## src/rtl/alu_cu_pkg.sv

```systemverilog
// Shared constants for the ALU control unit: main-control classes, opcodes,
// ALU operation codes and the funct7 patterns the decoder accepts.
package alu_cu_pkg;

   typedef enum logic [1:0] {
      ALUOP_ADD    = 2'b00,
      ALUOP_SUB    = 2'b01,
      ALUOP_FUNCT  = 2'b10,
      ALUOP_RSVD   = 2'b11
   } aluop_class_e;

   localparam logic [6:0] OP_R = 7'b0110011;
   localparam logic [6:0] OP_I = 7'b0010011;

   localparam logic [2:0] ALU_ADD  = 3'b000;
   localparam logic [2:0] ALU_SLL  = 3'b001;
   localparam logic [2:0] ALU_SLT  = 3'b010;
   localparam logic [2:0] ALU_SLTU = 3'b011;
   localparam logic [2:0] ALU_XOR  = 3'b100;
   localparam logic [2:0] ALU_SRL  = 3'b101;
   localparam logic [2:0] ALU_OR   = 3'b110;
   localparam logic [2:0] ALU_AND  = 3'b111;

   localparam logic [6:0] F7_BASE = 7'b0000000;
   localparam logic [6:0] F7_ALT  = 7'b0100000;

   // R-type: the alternate funct7 only exists for SUB and SRA.
   function automatic logic r_legal(input logic [2:0] f3, input logic [6:0] f7);
      return (f7 == F7_BASE) ||
             ((f7 == F7_ALT) && ((f3 == ALU_ADD) || (f3 == ALU_SRL)));
   endfunction

   // I-type: only the shift forms constrain funct7; elsewhere it is immediate data.
   function automatic logic i_legal(input logic [2:0] f3, input logic [6:0] f7);
      if (f3 == ALU_SLL)
         return f7 == F7_BASE;
      else if (f3 == ALU_SRL)
         return (f7 == F7_BASE) || (f7 == F7_ALT);
      else
         return 1'b1;
   endfunction

endpackage

```

## src/rtl/alu_cu_decode.sv

```systemverilog
// Combinational decode of main-control class and funct fields into the
// ALU operation, its alternate modifier and an illegal flag.
module alu_cu_decode
   import alu_cu_pkg::*;
(
   input  logic [6:0] opcode,
   input  logic [2:0] func3,
   input  logic [6:0] func7,
   input  logic [1:0] ALUOp,
   output logic [2:0] alu_op,
   output logic       alu_alt,
   output logic       illegal
);

   always_comb begin
      alu_op  = ALU_ADD;
      alu_alt = 1'b0;
      illegal = 1'b0;
      case (aluop_class_e'(ALUOp))
         ALUOP_ADD: ;
         ALUOP_SUB: alu_alt = 1'b1;
         ALUOP_FUNCT: begin
            if (opcode == OP_R) begin
               if (r_legal(func3, func7)) begin
                  alu_op  = func3;
                  alu_alt = func7[5];
               end else begin
                  illegal = 1'b1;
               end
            end else if (opcode == OP_I) begin
               if (i_legal(func3, func7)) begin
                  alu_op  = func3;
                  alu_alt = (func3 == ALU_SRL) ? func7[5] : 1'b0;
               end else begin
                  illegal = 1'b1;
               end
            end else begin
               illegal = 1'b1;
            end
         end
         default: illegal = 1'b1;
      endcase
   end

endmodule

```

## src/rtl/alu_cu.sv

```systemverilog
// ALU control unit: combinational decode followed by a single output
// register stage; results update only on valid requests.
module alu_cu
   import alu_cu_pkg::*;
(
   input  logic       clk,
   input  logic       rst_n,
   input  logic       in_valid,
   input  logic [6:0] opcode,
   input  logic [2:0] func3,
   input  logic [6:0] func7,
   input  logic [1:0] ALUOp,
   output logic       out_valid,
   output logic [2:0] alu_op,
   output logic       alu_alt,
   output logic       illegal
);

   logic [2:0] alu_op_p0;
   logic       alu_alt_p0;
   logic       illegal_p0;

   logic       vld_p1;
   logic [2:0] alu_op_p1;
   logic       alu_alt_p1;
   logic       illegal_p1;

   alu_cu_decode u_decode (
      .opcode  (opcode),
      .func3   (func3),
      .func7   (func7),
      .ALUOp   (ALUOp),
      .alu_op  (alu_op_p0),
      .alu_alt (alu_alt_p0),
      .illegal (illegal_p0)
   );

   // p0 -> p1: output register; decoded fields hold while no request is present
   always_ff @(posedge clk or negedge rst_n) begin
      if (!rst_n) begin
         vld_p1     <= 1'b0;
         alu_op_p1  <= ALU_ADD;
         alu_alt_p1 <= 1'b0;
         illegal_p1 <= 1'b0;
      end else begin
         vld_p1 <= in_valid;
         if (in_valid) begin
            alu_op_p1  <= alu_op_p0;
            alu_alt_p1 <= alu_alt_p0;
            illegal_p1 <= illegal_p0;
         end
      end
   end

   assign out_valid = vld_p1;
   assign alu_op    = alu_op_p1;
   assign alu_alt   = alu_alt_p1;
   assign illegal   = illegal_p1;

endmodule

```

## config.mk

```make
export PLATFORM = sky130hd
export DESIGN_NAME = alu_cu
export DESIGN_NICKNAME = d
export VERILOG_FILES = /design/src/rtl/alu_cu_pkg.sv /design/src/rtl/alu_cu_decode.sv /design/src/rtl/alu_cu.sv
export SDC_FILE = /design/constraint.sdc
export NUM_CORES = 1
export LEC_CHECK = 0
export CAP_MARGIN = 10
export CORE_AREA = 2 2 39 41
export CTS_BUF_LIST = sky130_fd_sc_hd__clkbuf_16
export CTS_CLUSTER_SIZE = 30
export DETAILED_ROUTE_END_ITERATION = 7
export DIE_AREA = 0 0 41 43
export PLACE_DENSITY = 0.85
export SLEW_MARGIN = 30
export SYNTH_ARGS = -nofsm -noshare
export SYNTH_HDL_FRONTEND = slang
export SYNTH_SLANG_ARGS = --single-unit
export TNS_END_PERCENT = 10
```

## constraint.sdc

```tcl
create_clock -name clk -period 1.6 [get_ports clk]
set_clock_uncertainty 0.1 [all_clocks]
set_input_delay 0.48 -clock clk [delete_from_list [all_inputs] [get_ports clk]]
set_output_delay 0.48 -clock clk [all_outputs]
set_load 0.005 [all_outputs]
```

==> metrics <==
status completed; Worst setup EP type flip-flop; WHS between 0.3 and 0.4 ns; Synth top area share 0.3288; initial cell density of the core 0.3300; final hold vios 0; Worst VDD drop about 0.00067 V; clock-pin transition on the worst setup and hold timing paths about 0.03 ns; Tcrit/Tclk final 0.9896; crit path DAT 1.59 ns; DRT Pass-1 Iters 4; Die Wd approximately 40 um; R2R setup slack 0.53 ns; WHS Path Cells 1; highest-delay cell along the critical path nor4_4; fmax ~630 MHz; initial antenna violation count 0; DRT iter0 DRCs 12; Net Sw Frac 0.2014; Seq cells post-synth 6; delay-heaviest family, CP simple AND/OR/NAND/NOR gates; Synth area leaders dfrtp_1 33%, ha_1 8.2%, inv_1 4.9%, nor4_4 4.7%, o2bb2ai_1 3.8%; Static Leak between 0.5 and 0.6 nW; I/O Pins 28; Syn Inst Count 45; # setup viols final 0; largest net degree at the start of global routing 7; Netlist cell types 27; Worst Setup Start Kind input port; vias in the first global route 640; Slew @ Worst Pin 0.3257 ns; CTS tree yes; maxcap violations 0; ANT cells 0; post-layout total power 704.9 uW; WL final 1696 um; hold crit path type reg -> reg; Pins Over Slew Limit 0; Flop pwr share 0.226; # H-tree levels 1; relative slew slack 0.7813; layout cells sized above 1 0.4615; Final Util 0.7405; # DRC 0; Synth Cell Area about 460 sq um; DP Wirelength 1280 um; Post-DRT Antenna Nets 0; pwr/cell area about 690 nW/um^2; unrepaired setup endpoints after global routing true; total stage count of the critical path 6; Max Fanout on Critical Path 4; Port Buffers 27; Seq/Total Area, Yosys 0.3288; Switch Pwr 142.0 uW; Via Count 555; Setup CP Type in -> reg; Num CTS Buffers 3; nets 118; clk_lat worst skew 0.22 ns; clock power share 0.557; clock tree root buffer cell clkbuf_16; combinational share of power 0.217; Cell Chain, Critical Path buf_6 > nor4_4 > buf_4 > a311o_1 > nand4_2 > o211a_1; Critical path buffers and inverters 2; Area Overhead vs Synth 124.4%; drt wl/cell 15.85 um; CP peak stage delay around 0.36 ns; row count 14; Die H 43 um; Die ar. 1763 sq um; syn nets 70; cts hold-fix bufs 0; Congestion Overflow GR 0; number of vias per cell between 5 and 6; post-synth top area cell dfrtp_1; CTS Buffer Depth 2; Syn Area/Cell 10.15 sq um; Total GRT Usage 0.1996; post-layout minimum cycle time 1.583 ns; Core Footprint 1384 sq um; Sink Count 6; Required @ worst endpoint 1.61 ns; internal power 562.9 uW; GPL Wtd Cong 0.7710; first-pass GRT wire length 2366 um; Ys Warns 0; Worst R2R Path Depth 3
## synthesized netlist by cell type (all sizes together)
| cell | instances |
|---|---|
| a2111oi | 1 |
| a21boi | 1 |
| a21o | 1 |
| a21oi | 1 |
| a2bb2oi | 1 |
| a311o | 1 |
| a32o | 1 |
| and3 | 1 |
| dfrtp | 6 |
| ha | 3 |
| inv | 6 |
| nand2 | 1 |
| nand2b | 2 |
| nand4 | 3 |
| nand4bb | 1 |
| nor2 | 2 |
| nor2b | 1 |
| nor3 | 3 |
| nor4 | 1 |
| o211a | 1 |
| o211ai | 1 |
| o2bb2ai | 2 |
| o41ai | 1 |
| or2b | 1 |
| or3 | 1 |
| xor2 | 1 |
## sequential cells by signal, summed over array words and instances (netlist names)
name,cells
alu_alt,1
alu_op,3
illegal,1
out_valid,1
## logic make-up (layout without fill, tap and decap cells)
| logic type | after synthesis | after routing | synth area share |
|---|---|---|---|
| compound gates | 12 | 12 | 0.2411 |
| xor+xnor | 1 | 1 | 0.01918 |
| fa+ha+maj | 3 | 3 | 0.08220 |
| buf+inv | 6 | 52 | 0.04931 |
| flops | 6 | 6 | 0.3288 |
| simple gates | 17 | 17 | 0.2795 |
## metrics by stage
stage	instances	cell area [sq um]	setup slack, ns	TNS [ns]
2_1_floorplan	45	456.7	0.03829	0
5_1_grt	107	1025	-0.06259	-0.1811
3_5_place_dp	100	837.1	-0.5710	-2.458
6_report	107	1025	0.01663	0
4_1_cts	106	964.7	-0.05452	-0.1087
3_3_place_gp	100	837.1	-0.4899	-2.167
## power groups by stage
stage / registers, mW / clock network (mW) / logic [mW]
2_1_floorplan: 0.161 / 0 / 0.0366
3_3_place_gp: 0.161 / 0 / 0.134
3_5_place_dp: 0.161 / 0 / 0.139
4_1_cts: 0.159 / 0.398 / 0.139
5_1_grt: 0.160 / 0.409 / 0.164
6_report: 0.159 / 0.392 / 0.153
## area by class of cell
type | count | area (sq um)
Clock buffer | 3 | 75.07
Fill cell | 101 | 359.1
Inverter | 6 | 22.52
Multi-Input combinational cell | 33 | 384.1
Sequential cell | 6 | 150.1
Tap cell | 16 | 20.02
Timing Repair Buffer | 43 | 372.9
## per-layer routing
metal  part of all wire  GRT usage  vias up
met5                  0          0        -
met2               0.58     0.3875       29
met1               0.33     0.1556      255
met4              0.031     0.1333        0
met3              0.056    0.03141        6
li1                   -          -      265
## worst paths after layout
path | from | endpoint
setup reg to reg | alu_alt$_DFFE_PN0P_ | alu_alt$_DFFE_PN0P_
max in group asynchronous | rst_n | out_valid$_DFF_PN0_
hold / removal | alu_op[2]$_DFFE_PN0P_ | alu_op[2]$_DFFE_PN0P_
hold reg to reg | alu_op[2]$_DFFE_PN0P_ | alu_op[2]$_DFFE_PN0P_
setup / recovery | func7[6] | illegal$_DFFE_PN0P_
min in group asynchronous | rst_n | alu_op[1]$_DFFE_PN0P_
## worst reg2reg max path: stages (launching register included)
cell and delay, ns:
dfrtp_1 0.39, a21oi_2 0.22, o41ai_4 0.11, a2bb2oi_2 0.14
## repair_timing
action / CTS / global route
resized for setup: 47 / 18
setup endpoints to repair: 11 / 5
pin swaps: 12 / 8
setup buffers: 3 / 1
## cell usage in the layout (no fill, tap or decap), types with 2 or more instances in the layout
cell / instances
buf_6: 4
clkbuf_2: 2
buf_4: 14
clkbuf_16: 3
dlymetal6s2s_1: 3
inv_1: 3
clkdlybuf4s15_1: 2
nand4_1: 2
dlygate4sd2_1: 16
inv_2: 3
o2bb2ai_1: 2
dfrtp_1: 6
No activity file was read; power rests on OpenSTA's default activity.
